**config.mk**
```make
export PLATFORM = sky130hd
export DESIGN_NAME = serial_adder_sched_flat
export DESIGN_NICKNAME = d
export VERILOG_FILES = /design/src/rtl/serial_adder_sched_if.sv /design/src/rtl/serial_adder_sched.sv /design/src/flat_wrapper.sv
export SDC_FILE = /design/constraint.sdc
export NUM_CORES = 1
export LEC_CHECK = 0
export ABC_AREA = 1
export CAP_MARGIN = 0
export CORE_MARGIN = 1
export CORE_UTILIZATION = 44
export DETAILED_ROUTE_END_ITERATION = 6
export PLACE_DENSITY = 0.87
export SYNTH_ARGS = -nofsm -noshare
export SYNTH_HDL_FRONTEND = slang
export SYNTH_SLANG_ARGS = --single-unit
```
**constraint.sdc**
```tcl
create_clock -name clk -period 1.3 [get_ports clk]
set_input_delay 0.39 -clock clk [delete_from_list [all_inputs] [get_ports clk]]
set_output_delay 0.39 -clock clk [all_outputs]
set_load 0.1 [all_outputs]
```
**src/rtl/serial_adder_sched_if.sv**
```systemverilog
// rtl/serial_adder_sched_if.sv - request, result and half-adder pins of the serial adder sequencer
interface serial_adder_sched_if #(
  parameter int WIDTH = 8
);
  logic             i_req0_valid;
  logic             o_req0_ready;
  logic [WIDTH-1:0] i_req0_a;
  logic [WIDTH-1:0] i_req0_b;
  logic             i_req1_valid;
  logic             o_req1_ready;
  logic [WIDTH-1:0] i_req1_a;
  logic [WIDTH-1:0] i_req1_b;
  logic             o_res_valid;
  logic             i_res_ready;
  logic [WIDTH-1:0] o_res_sum;
  logic             o_res_carry;
  logic             o_res_id;
  logic             o_ha_bit1;
  logic             o_ha_bit2;
  logic             i_ha_sum;
  logic             i_ha_carry;

  modport slave (
    input  i_req0_valid, i_req0_a, i_req0_b,
    input  i_req1_valid, i_req1_a, i_req1_b,
    input  i_res_ready, i_ha_sum, i_ha_carry,
    output o_req0_ready, o_req1_ready,
    output o_res_valid, o_res_sum, o_res_carry, o_res_id,
    output o_ha_bit1, o_ha_bit2
  );

  modport master (
    output i_req0_valid, i_req0_a, i_req0_b,
    output i_req1_valid, i_req1_a, i_req1_b,
    output i_res_ready, i_ha_sum, i_ha_carry,
    input  o_req0_ready, o_req1_ready,
    input  o_res_valid, o_res_sum, o_res_carry, o_res_id,
    input  o_ha_bit1, o_ha_bit2
  );
endinterface

```
**src/rtl/serial_adder_sched.sv**
```systemverilog
// rtl/serial_adder_sched.sv - two-way round-robin sequencer for bit-serial adds on an external half adder
module serial_adder_sched #(
  parameter int WIDTH = 8
) (
  input logic                clk,
  input logic                rst,
  serial_adder_sched_if.slave bus
);
  localparam int IW = $clog2(WIDTH);
  localparam logic [IW-1:0] LAST_IDX = IW'(WIDTH - 1);

  typedef enum logic [1:0] {IDLE, PASS1, PASS2, DONE} state_t;

  state_t           state;
  state_t           state_nxt;
  logic [IW-1:0]    idx;
  logic             cin;
  logic             s1;
  logic             c1;
  logic             last_grant;
  logic             id_reg;
  logic             carry_reg;
  logic [WIDTH-1:0] a_reg;
  logic [WIDTH-1:0] b_reg;
  logic [WIDTH-1:0] sum_reg;
  logic             grant_any;
  logic             grant_id;
  logic             accept;

  // Round-robin: on a tie the requester that did not win last time is granted.
  always_comb begin
    grant_any = bus.i_req0_valid | bus.i_req1_valid;
    if (bus.i_req0_valid && bus.i_req1_valid) grant_id = ~last_grant;
    else                                      grant_id = bus.i_req1_valid;
  end

  assign accept = (state == IDLE) && grant_any;

  always_ff @(posedge clk or posedge rst) begin
    if (rst) state <= IDLE;
    else     state <= state_nxt;
  end

  always_comb begin
    state_nxt = state;
    case (state)
      IDLE:  if (accept) state_nxt = PASS1;
      PASS1: state_nxt = PASS2;
      PASS2: state_nxt = (idx == LAST_IDX) ? DONE : PASS1;
      DONE:  if (bus.i_res_ready) state_nxt = IDLE;
      default: state_nxt = IDLE;
    endcase
  end

  always_comb begin
    bus.o_req0_ready = 1'b0;
    bus.o_req1_ready = 1'b0;
    bus.o_res_valid  = 1'b0;
    bus.o_ha_bit1    = 1'b0;
    bus.o_ha_bit2    = 1'b0;
    case (state)
      IDLE: begin
        bus.o_req0_ready = bus.i_req0_valid & ~grant_id;
        bus.o_req1_ready = bus.i_req1_valid & grant_id;
      end
      PASS1: begin
        bus.o_ha_bit1 = a_reg[idx];
        bus.o_ha_bit2 = b_reg[idx];
      end
      PASS2: begin
        bus.o_ha_bit1 = s1;
        bus.o_ha_bit2 = cin;
      end
      DONE: bus.o_res_valid = 1'b1;
      default: ;
    endcase
  end

  assign bus.o_res_sum   = sum_reg;
  assign bus.o_res_carry = carry_reg;
  assign bus.o_res_id    = id_reg;

  // Full-adder per bit: pass 1 gives a^b and a&b, pass 2 folds in the running carry.
  always_ff @(posedge clk or posedge rst) begin
    if (rst) begin
      idx        <= '0;
      cin        <= 1'b0;
      s1         <= 1'b0;
      c1         <= 1'b0;
      last_grant <= 1'b1;
      id_reg     <= 1'b0;
      carry_reg  <= 1'b0;
      a_reg      <= '0;
      b_reg      <= '0;
      sum_reg    <= '0;
    end else begin
      case (state)
        IDLE: if (accept) begin
          a_reg      <= grant_id ? bus.i_req1_a : bus.i_req0_a;
          b_reg      <= grant_id ? bus.i_req1_b : bus.i_req0_b;
          id_reg     <= grant_id;
          last_grant <= grant_id;
          idx        <= '0;
          cin        <= 1'b0;
        end
        PASS1: begin
          s1 <= bus.i_ha_sum;
          c1 <= bus.i_ha_carry;
        end
        PASS2: begin
          sum_reg[idx] <= bus.i_ha_sum;
          cin          <= c1 | bus.i_ha_carry;
          if (idx == LAST_IDX) carry_reg <= c1 | bus.i_ha_carry;
          else                 idx <= idx + 1'b1;
        end
        default: ;
      endcase
    end
  end
endmodule

```
**src/flat_wrapper.sv**
```systemverilog
// flat-port wrapper written by rule: the top's interface ports become plain ports
module serial_adder_sched_flat 
#(
  parameter int WIDTH = 8
)
  (clk, rst, bus_i_req0_valid, bus_i_req0_a, bus_i_req0_b, bus_i_req1_valid, bus_i_req1_a, bus_i_req1_b, bus_i_res_ready, bus_i_ha_sum, bus_i_ha_carry, bus_o_req0_ready, bus_o_req1_ready, bus_o_res_valid, bus_o_res_sum, bus_o_res_carry, bus_o_res_id, bus_o_ha_bit1, bus_o_ha_bit2);
  serial_adder_sched_if #(.WIDTH(WIDTH)) bus_i ();
  input logic clk;
  input logic rst;
  input wire logic [$bits(bus_i.i_req0_valid)-1:0] bus_i_req0_valid;
  input wire logic [$bits(bus_i.i_req0_a)-1:0] bus_i_req0_a;
  input wire logic [$bits(bus_i.i_req0_b)-1:0] bus_i_req0_b;
  input wire logic [$bits(bus_i.i_req1_valid)-1:0] bus_i_req1_valid;
  input wire logic [$bits(bus_i.i_req1_a)-1:0] bus_i_req1_a;
  input wire logic [$bits(bus_i.i_req1_b)-1:0] bus_i_req1_b;
  input wire logic [$bits(bus_i.i_res_ready)-1:0] bus_i_res_ready;
  input wire logic [$bits(bus_i.i_ha_sum)-1:0] bus_i_ha_sum;
  input wire logic [$bits(bus_i.i_ha_carry)-1:0] bus_i_ha_carry;
  output wire logic [$bits(bus_i.o_req0_ready)-1:0] bus_o_req0_ready;
  output wire logic [$bits(bus_i.o_req1_ready)-1:0] bus_o_req1_ready;
  output wire logic [$bits(bus_i.o_res_valid)-1:0] bus_o_res_valid;
  output wire logic [$bits(bus_i.o_res_sum)-1:0] bus_o_res_sum;
  output wire logic [$bits(bus_i.o_res_carry)-1:0] bus_o_res_carry;
  output wire logic [$bits(bus_i.o_res_id)-1:0] bus_o_res_id;
  output wire logic [$bits(bus_i.o_ha_bit1)-1:0] bus_o_ha_bit1;
  output wire logic [$bits(bus_i.o_ha_bit2)-1:0] bus_o_ha_bit2;
  assign bus_i.i_req0_valid = bus_i_req0_valid;
  assign bus_i.i_req0_a = bus_i_req0_a;
  assign bus_i.i_req0_b = bus_i_req0_b;
  assign bus_i.i_req1_valid = bus_i_req1_valid;
  assign bus_i.i_req1_a = bus_i_req1_a;
  assign bus_i.i_req1_b = bus_i_req1_b;
  assign bus_i.i_res_ready = bus_i_res_ready;
  assign bus_i.i_ha_sum = bus_i_ha_sum;
  assign bus_i.i_ha_carry = bus_i_ha_carry;
  assign bus_o_req0_ready = bus_i.o_req0_ready;
  assign bus_o_req1_ready = bus_i.o_req1_ready;
  assign bus_o_res_valid = bus_i.o_res_valid;
  assign bus_o_res_sum = bus_i.o_res_sum;
  assign bus_o_res_carry = bus_i.o_res_carry;
  assign bus_o_res_id = bus_i.o_res_id;
  assign bus_o_ha_bit1 = bus_i.o_ha_bit1;
  assign bus_o_ha_bit2 = bus_i.o_ha_bit2;
  serial_adder_sched #(.WIDTH(WIDTH)) u_core (.clk(clk), .rst(rst), .bus(bus_i));
endmodule
```
== Word-level counts from Yosys, hierarchy flattened ==
Index checks and enable logic that the tools add are counted.

* Add/subtract/negate cells: 1
* $lt $le $gt $ge: 2
* Equality and inequality tests: 7
* Multiplexer cells: 24
* Bitwise gates (word level): 6
* Reductions and logical operators: 10

{| class="wikitable"
|+ Operators by type and width
! cell !! count
|-
| $mux 8 || 2
|-
| $bwmux 8 || 1
|-
| $mux 1 || 8
|-
| $pmux 2 s4 || 1
|-
| $reduce_and 2->1 || 4
|-
| $bmux 1 s3 || 2
|-
| $mux 2 || 3
|-
| $mux 3 || 2
|-
| $pmux 1 s2 || 3
|-
| $pmux 3 s2 || 1
|-
| $eq 2x2->1 const B || 2
|-
| $lt 3x4->1 const B || 1
|-
| $ne 2x2->1 const B || 2
|-
| $add 3x1->3 const B || 1
|-
| $demux 1 s3 || 1
|-
| $eq 3x3->1 const B || 1
|-
| $ge 3x1->1 const B || 1
|-
| $logic_and 1x1->1 || 3
|-
| $reduce_and 3->1 || 1
|-
| $and 1x1->1 || 2
|-
| $eq 2x1->1 const B || 1
|-
| $logic_not 2->1 || 1
|-
| $ne 2x1->1 const B || 1
|-
| $not 1->1 || 2
|-
| other kinds (2) || 3
|}

* Register bits: 35
* Bits of input ports: 39
* Output and inout bits: 15
* Logic and storage cells: 61

== Depth between registers and ports, before layout ==
Gate-level depths: netlist (run 1).

* Depth in word-level cells: 5
* Mapped depth: 8
* Depth with buffers taken out: 7

== Worst setup path before layout (run 1) ==
OpenSTA, ideal clock, no wires.

* Kind: register to output
* Start: register u_core.state[0]
* End: output bus_o_req0_ready
* Data arrival time: 2848 ps
* Required time: 910 ps
* Slack: -1938 ps
* Cell stages (with the launch flop): 5
* Buffers on the path: 0
* Path through: dfrtp_1 inv_1 ha_1 inv_2 nor3_1

* Word-level cells in the longest chain between the ends: 2

{| class="wikitable"
|+ RTL lines
! what !! RTL line !! source
|-
| start: declaration || serial_adder_sched.sv:14 || <nowiki>state_t state;</nowiki>
|-
| start signal: assignment || serial_adder_sched.sv:41 || <nowiki>else state <= state_nxt;</nowiki>
|-
| $logic_not 2->1 || serial_adder_sched.sv:61 || <nowiki>case (state)</nowiki>
|-
| $mux 1 || serial_adder_sched.sv:61 ||
|-
| end: declaration || flat_wrapper.sv:19 || <nowiki>output wire logic [$bits(bus_i.o_req0_ready)-1:0] bus_o_req0_ready;</nowiki>
|}

Every way passes these cells.

== Final worst setup path (run 1) ==
* Start: register u_core.idx[2]
* End: output bus_o_ha_bit1

* Word-level cells in the longest chain between the ends: 3

{| class="wikitable"
|+ RTL lines
! what !! RTL line !! source
|-
| start: declaration || serial_adder_sched.sv:16 || <nowiki>logic [IW-1:0] idx;</nowiki>
|-
| start signal: assignment || serial_adder_sched.sv:114 || <nowiki>else idx <= idx + 1'b1;</nowiki>
|-
| $bmux 1 s3 || serial_adder_sched.sv:67 || <nowiki>bus.o_ha_bit1 = a_reg[idx];</nowiki>
|-
| $mux 1 (not written as such) || serial_adder_sched.sv:67 ||
|-
| $pmux 1 s2 || serial_adder_sched.sv:61 ||
|-
| end: declaration || flat_wrapper.sv:25 || <nowiki>output wire logic [$bits(bus_i.o_ha_bit1)-1:0] bus_o_ha_bit1;</nowiki>
|}

Every way passes these cells. The select of a mux whose other input is x is not followed.

==> flow_summary.toml, run 1 <==
[route]
vias = 2359
post-route-drc-count = 12
avgViaCountPerCell = 5.85
dr.pass1.iters = 7
ant_nets = 0
routed_wl_um = 8630
wl_per_cell_um = 21.4
drt_iter0_markers = 264

[synth]
synthTopCellsByArea = "dfrtp_1 (41%), o22ai_2 (8.5%), nand2_1 (6.5%)"
yosys-top-cells-count = "nand2_1 (36), dfrtp_1 (34), inv_1 (31)"
ys_seq_area_share_pct = 42.3
synth_compound_area_share_pct = 24.2
synth_mux_area_share_pct = 0
synthSimpleGateAreaFrac_pct = 19.4
yosysWarnings = 0
synth.most_common_cell = "nand2_1"
ys.flop_type = "dfrtp_1"
synthArstFlopShare_pct = 100
synth_top_area_share_pct = 41.1
synth_top_family_by_area = "compound AO/OA/AOI/OAI gates"
synth_cell_types = 29
synth_fa_ha_area_share_pct = 3.62
synth_edf_count = 0
synth_area_leader_cell = "dfrtp_1"
synth_cells = 225
yosys.area_share.xor_xnor_pct = 0
syn_nets = 270
synth.avg_cell_area_um2 = 9.21
ys_ff_latch = 35
syn-cell-area_um2 = 2070

[hold_path]
hp-class = "primary input to async pin"

[finish]
final_cell_area_um2 = 3880
diodes = 0
final_nets = 395
n_fill_cell = 188
drive_above_1_share_pct = 55.8
layout.cells.non_filler = 403
syn_to_final_growth_pct = 87.3

[sta]
finalCritPeriodShare_pct = 162
rsz0062_at_grt = "true"
period_needed_ns = 2.11
timing.fmax_mhz = 474
slew_viol_final = 0
setup_viol = 40
relSlewSlack_pct = 80.0
setup_ws_ns = -0.811
worst_pin_slew_ns = 0.300
finClkSkew_ns = 0.0132
hold_violations = 0

[pwr]
powerDensity_nw_per_um2 = 2640
p_leak_nw = 1.70
peakVddDrop_uv = 1210
power_mw = 10.2

[placed_design]
hpwl_um = 3910
placed_cells = 362
port_buffers = 53
place_area_um2 = 3190
place.gp.congestion = 0.801

[worst_setup_path]
start_kind = "flip-flop"
critPathKind = "flip-flop to primary output"
path_max_fanout = 5
cp.required_ns = 0.91
worstPathArrival_ns = 1.72
end_kind = "primary output"

[cts]
insertion_delay_ns = 0.31
cts_inserted_buffers = 5
path_clk_slew_ns = 0.08
clock_path_buffers = 2
htreeDepth = 2
cts-root-buf = "clkbuf_8"
cts.sinks = 35
tritoncts = "done"
cts_hold_buf = 0

[floorplanning]
die_w_um = 70.6
start_util_pct = 46.6
core_um2 = 4440
io_pins = 54
die-area_um2 = 4990
rows = 24
die_y_um = 70.6

[flow_run]
maxCapViolCount = 0

[global_routing]
grt_usage_pct = 30.0
antenna_found_initial = 0
grt_max_degree = 21
grt_pass1_vias = 2261
grt_overflow = 0
grt_pass1_wl_um = 11200

[status]
outcome = "finished, violations left"
violations = "design-rule violations, negative setup slack"
[timing repair]
item                                    in CTS  in global routing
resized for setup                           51                 44
pin swaps                                   17                 12
setup buffers                               13                 19
cloned                                       4                  1
endpoints found under the setup margin      38                 48
[worst max-delay path, stage by stage, from the launching register on]
cell and delay (ns):
dfrtp_2 0.48, nor2_4 0.19, nand3_1 0.13, nand2_1 0.15, o21ai_2 0.10, a21oi_4 0.17
buf_12 0.19
[cell usage in the layout, fill, tap and decap left out, types with 2 or more instances in the layout]
master           netlist  final
a21oi_4                2      5
a21oi_1               11      4
clkinv_2               0      3
o22ai_2               14      8
inv_6                  1      3
nand3_1               11     10
ha_2                   0      2
buf_4                  1     49
inv_2                  3      8
o21ai_0               10      3
inv_8                  0      2
inv_1                 31     20
dlygate4sd2_1          0      2
clkbuf_8               0      5
buf_16                 0      2
o22ai_4                0      8
ha_4                   0      3
nand2_4                0      4
dfrtp_2                0      6
nor2_2                 4      2
nor2_4                11     17
clkdlybuf4s50_1        0     36
nor2_1                11      8
o21ai_1                7      5
nand2_2                0      3
buf_6                  3     13
nand2_1               36     29
a31oi_1                7      7
buf_12                 1     18
a21oi_2                0      4
buf_8                  0      4
inv_4                  0      3
dfrtp_1               34     28
o21ai_2               10     16
o21ai_4                0      3
[power breakdown]
group	switching, mW	total (mW)	internal [mW]
Clock	0.457	0.825	0.367
Combinational	4.19	7.47	3.28
Sequential	0.346	1.93	1.58
Total	4.99	10.2	5.24
[metrics by stage]
stage / TNS (ns) / hold WS, ns / utilization, % / setup slack (ns)
floorplan: -2.79 / 0.467 / - / -0.667
global placement: -13.85 / 0.480 / 71.7 / -0.630
detailed placement: -15.97 / 0.502 / 71.7 / -0.660
CTS: -8.83 / 0.436 / 81.0 / -0.640
global route: -15.52 / 0.475 / 87.3 / -0.857
finish: -13.95 / 0.427 / 87.3 / -0.811
[logic make-up (layout without fill, tap and decap cells)]
family / after synthesis / count (layout)
buffers and inverters: 44 / 169
AO/OA/AOI/OAI: 64 / 64
AND/OR/NAND/NOR: 76 / 77
flip-flops: 35 / 35
adder cells (fa/ha/maj): 6 / 6
[metal layers]
metal	up-vias	GRT usage (%)	share of wire (%)	wire (µm)
li1	993	-	-	-
met1	1154	32.6	36	3090
met2	164	57.0	52	4490
met3	48	7.55	6.8	585
met4	0	10.2	5.4	468
met5	-	0	0	0
[cell type report]
class	instances	area [µm²]	share of cell area, %
inverter	37	176	4.55
clock buffer	5	68.8	1.77
multi-input combinational	147	1300	33.6
timing repair buffer	124	1370	35.2
sequential	35	885	22.8
clock inverter	3	15.0	0.387
tap	52	65.1	1.68
[worst paths after layout]
| path | slack (ns) | from | to | cells after the start |
|---|---|---|---|---|
| worst min register to register | 0.56 | u_core.cin$_DFFE_PP0P_ | u_core.cin$_DFFE_PP0P_ | 2 |
| worst max-delay path | -0.81 | u_core.idx[2]$_DFFE_PP0P_ | bus_o_ha_bit1 | 6 |
| min in group clk | 0.56 | u_core.cin$_DFFE_PP0P_ | u_core.cin$_DFFE_PP0P_ | 2 |
| worst min-delay path | 0.43 | rst | u_core.state[0]$_DFFE_PP0P_ | 3 |
| max in group asynchronous | 0.63 | rst | u_core.bus.o_res_id$_DFFE_PP0P_ | 3 |
| worst max register to register | -0.50 | u_core.idx[0]$_DFFE_PP0P_ | u_core.idx[1]$_DFFE_PP0P_ | 9 |
Note: power is estimated with default switching activity, not from simulation.
==> inputs of run 2 (changes only) <==
--- a/config.mk
+++ b/config.mk
@@ -7,10 +7,11 @@
 export LEC_CHECK = 0
 export ABC_AREA = 1
 export CAP_MARGIN = 0
-export CORE_MARGIN = 1
+export CORE_MARGIN = 2
 export CORE_UTILIZATION = 44
 export DETAILED_ROUTE_END_ITERATION = 6
 export PLACE_DENSITY = 0.87
+export REMOVE_ABC_BUFFERS = 1
 export SYNTH_ARGS = -nofsm -noshare
 export SYNTH_HDL_FRONTEND = slang
 export SYNTH_SLANG_ARGS = --single-unit
==> run 2 against run 1 <==
Compared with the run above:
- the flow finishes with violations (negative setup slack)
- non-clock buffer count stayed put
- sequential cell count unchanged
- die area rose by 5.7%
- cell count is the same
- count of clock-buffer cells in the layout rose by 3
- sequential power hardly changed
- total power fell by 3.2%
- fmax is essentially flat
- combinational power shrank 5.9%
- routed wire length shrank 12%
- first-iteration DRC count shrank 23%
- critical path type unchanged
- largest cell class unchanged
==> flow_summary.toml, run 2 (synthesis results as in run 1) <==
[worst_setup_path]
cp.required_ns = 0.91
critPathKind = "flip-flop to primary output"
rr_startpoint = "u_core.idx[0]$_DFFE_PP0P_"
r2r_cells = 9
rrSetupSlack_ns = -0.62
start_kind = "flip-flop"
end_kind = "primary output"
r2r-end = "u_core.idx[2]$_DFFE_PP0P_"
worstPathArrival_ns = 1.72
path_max_fanout = 5

[cts]
insertion_delay_ns = 0.31
cts.sinks = 35
cts_hold_buf = 0
htreeDepth = 2
cts_inserted_buffers = 5
path_clk_slew_ns = 0.08
tritoncts = "done"
cts-root-buf = "clkbuf_8"
clock_path_buffers = 2

[status]
outcome = "finished, violations left"
violations = "negative setup slack"

[global_routing]
antenna_found_initial = 0
grt_pass1_vias = 2210
grt_overflow = 0
grt_pass1_wl_um = 10600
grt_usage_pct = 27.1
grt_max_degree = 36

[sta]
finalCritPeriodShare_pct = 162
relSlewSlack_pct = 75.2
setup_viol = 39
period_needed_ns = 2.11
setup_ws_ns = -0.811
worst_pin_slew_ns = 0.373
hold_violations = 0
setup_tns_ns = -14.45
slew_viol_final = 0
finClkSkew_ns = 0.0105
rsz0062_at_grt = "true"
timing.fmax_mhz = 474

[floorplanning]
die_w_um = 72.6
core_um2 = 4440
die-area_um2 = 5270
die_y_um = 72.6
io_pins = 54
start_util_pct = 46.6
rows = 24

[route]
wl_met3_um = 548
dr.pass1.iters = 4
ant_nets = 0
post-route-drc-count = 0
avgViaCountPerCell = 5.66
wl_per_cell_um = 18.8
routed.top_layer = "met4"
vias = 2282
met1Wirelength_um = 2770
routed_wl_um = 7590
wl_met2_um = 3890
drt_iter0_markers = 203

[finish]
final_cell_area_um2 = 3820
layout.cells.non_filler = 403
final_cell_mix = "buf_4 (48), clkdlybuf4s50_1 (36), dfrtp_1 (32), nand2_1 (25), inv_1 (22)"
diodes = 0
syn_to_final_growth_pct = 84.6
n_fill_cell = 192
layout_commonest_cell = "buf_4"
final_nets = 395
drive_above_1_share_pct = 58.1

[placed_design]
place.gp.congestion = 0.809
port_buffers = 53
hpwl_um = 3580
place_area_um2 = 3060
placed_cells = 362

[pwr]
peakVddDrop_uv = 1580
powerDensity_nw_per_um2 = 2590
p_leak_nw = 1.69

[flow_run]
maxCapViolCount = 0

[hold_path]
hp-class = "primary input to async pin"
run 2: cell types whose count changed in the layout (fill, tap and decap cells not counted), sizes merged:
cell / change
clkbuf: +3
clkinv: -2
inv: -1
run 2: how the worst max path moves through the flow:
stage	startpoint	end	slack (ns)
after floorplan	u_core.state[0]$_DFFE_PP0P_	bus_o_req0_ready	-1.94
after global placement	bus_i_req0_valid	bus_o_req1_ready	-0.56
after detailed placement	bus_i_req0_valid	bus_o_req0_ready	-0.61
after CTS	u_core.idx[2]$_DFFE_PP0P_	bus_o_ha_bit1	-0.71
after global routing	u_core.idx[2]$_DFFE_PP0P_	bus_o_ha_bit1	-0.87
final	u_core.idx[2]$_DFFE_PP0P_	bus_o_ha_bit1	-0.81
run 2: report_power, final:
group,total [mW],internal (mW),switching (mW)
Clock,0.940,0.485,0.455
Combinational,7.03,3.18,3.85
Sequential,1.93,1.57,0.356
run 2: metrics by stage:
step	total power [mW]	hold WS (ns)	setup WS (ns)	util [%]
floorplan	4.73	0.468	-1.94	-
global placement	6.62	0.479	-0.561	68.9
detailed placement	6.79	0.493	-0.606	68.9
CTS	8.87	0.459	-0.715	80.3
global route	10.3	0.458	-0.874	86.1
finish	9.90	0.437	-0.811	86.1
run 2: timing repair:
item | CTS | global route
buffers inserted | 17 | 21
setup endpoints to repair | 38 | 46
pin swaps | 13 | 30
cloned | 4 | 0
resized for setup | 67 | 53
run 2: cell type report:
| class | count | area, µm² | share of cell area, % |
|---|---|---|---|
| flip-flops and latches | 35 | 880 | 23.0 |
| well taps | 52 | 65.1 | 1.70 |
| clock buffers | 8 | 100 | 2.62 |
| repair buffers | 124 | 1360 | 35.6 |
| multi-input cells | 147 | 1250 | 32.8 |
| inverters | 37 | 165 | 4.32 |
run 2: worst max-delay path, cell delays in order (launching register included):
cell and delay (ns):
dfrtp_2 0.49, inv_2 0.08, nor2_4 0.16, nand3_2 0.09
nand2_1 0.09, o21ai_2 0.08, a21oi_2 0.13, buf_4 0.13
buf_12 0.16
run 2: layer usage:
layer  GRT usage (%)  up-vias
met5               0        -
met4            12.3        0
met3            5.94       40
met2            48.6      134
met1            30.5     1102
li1                -     1006
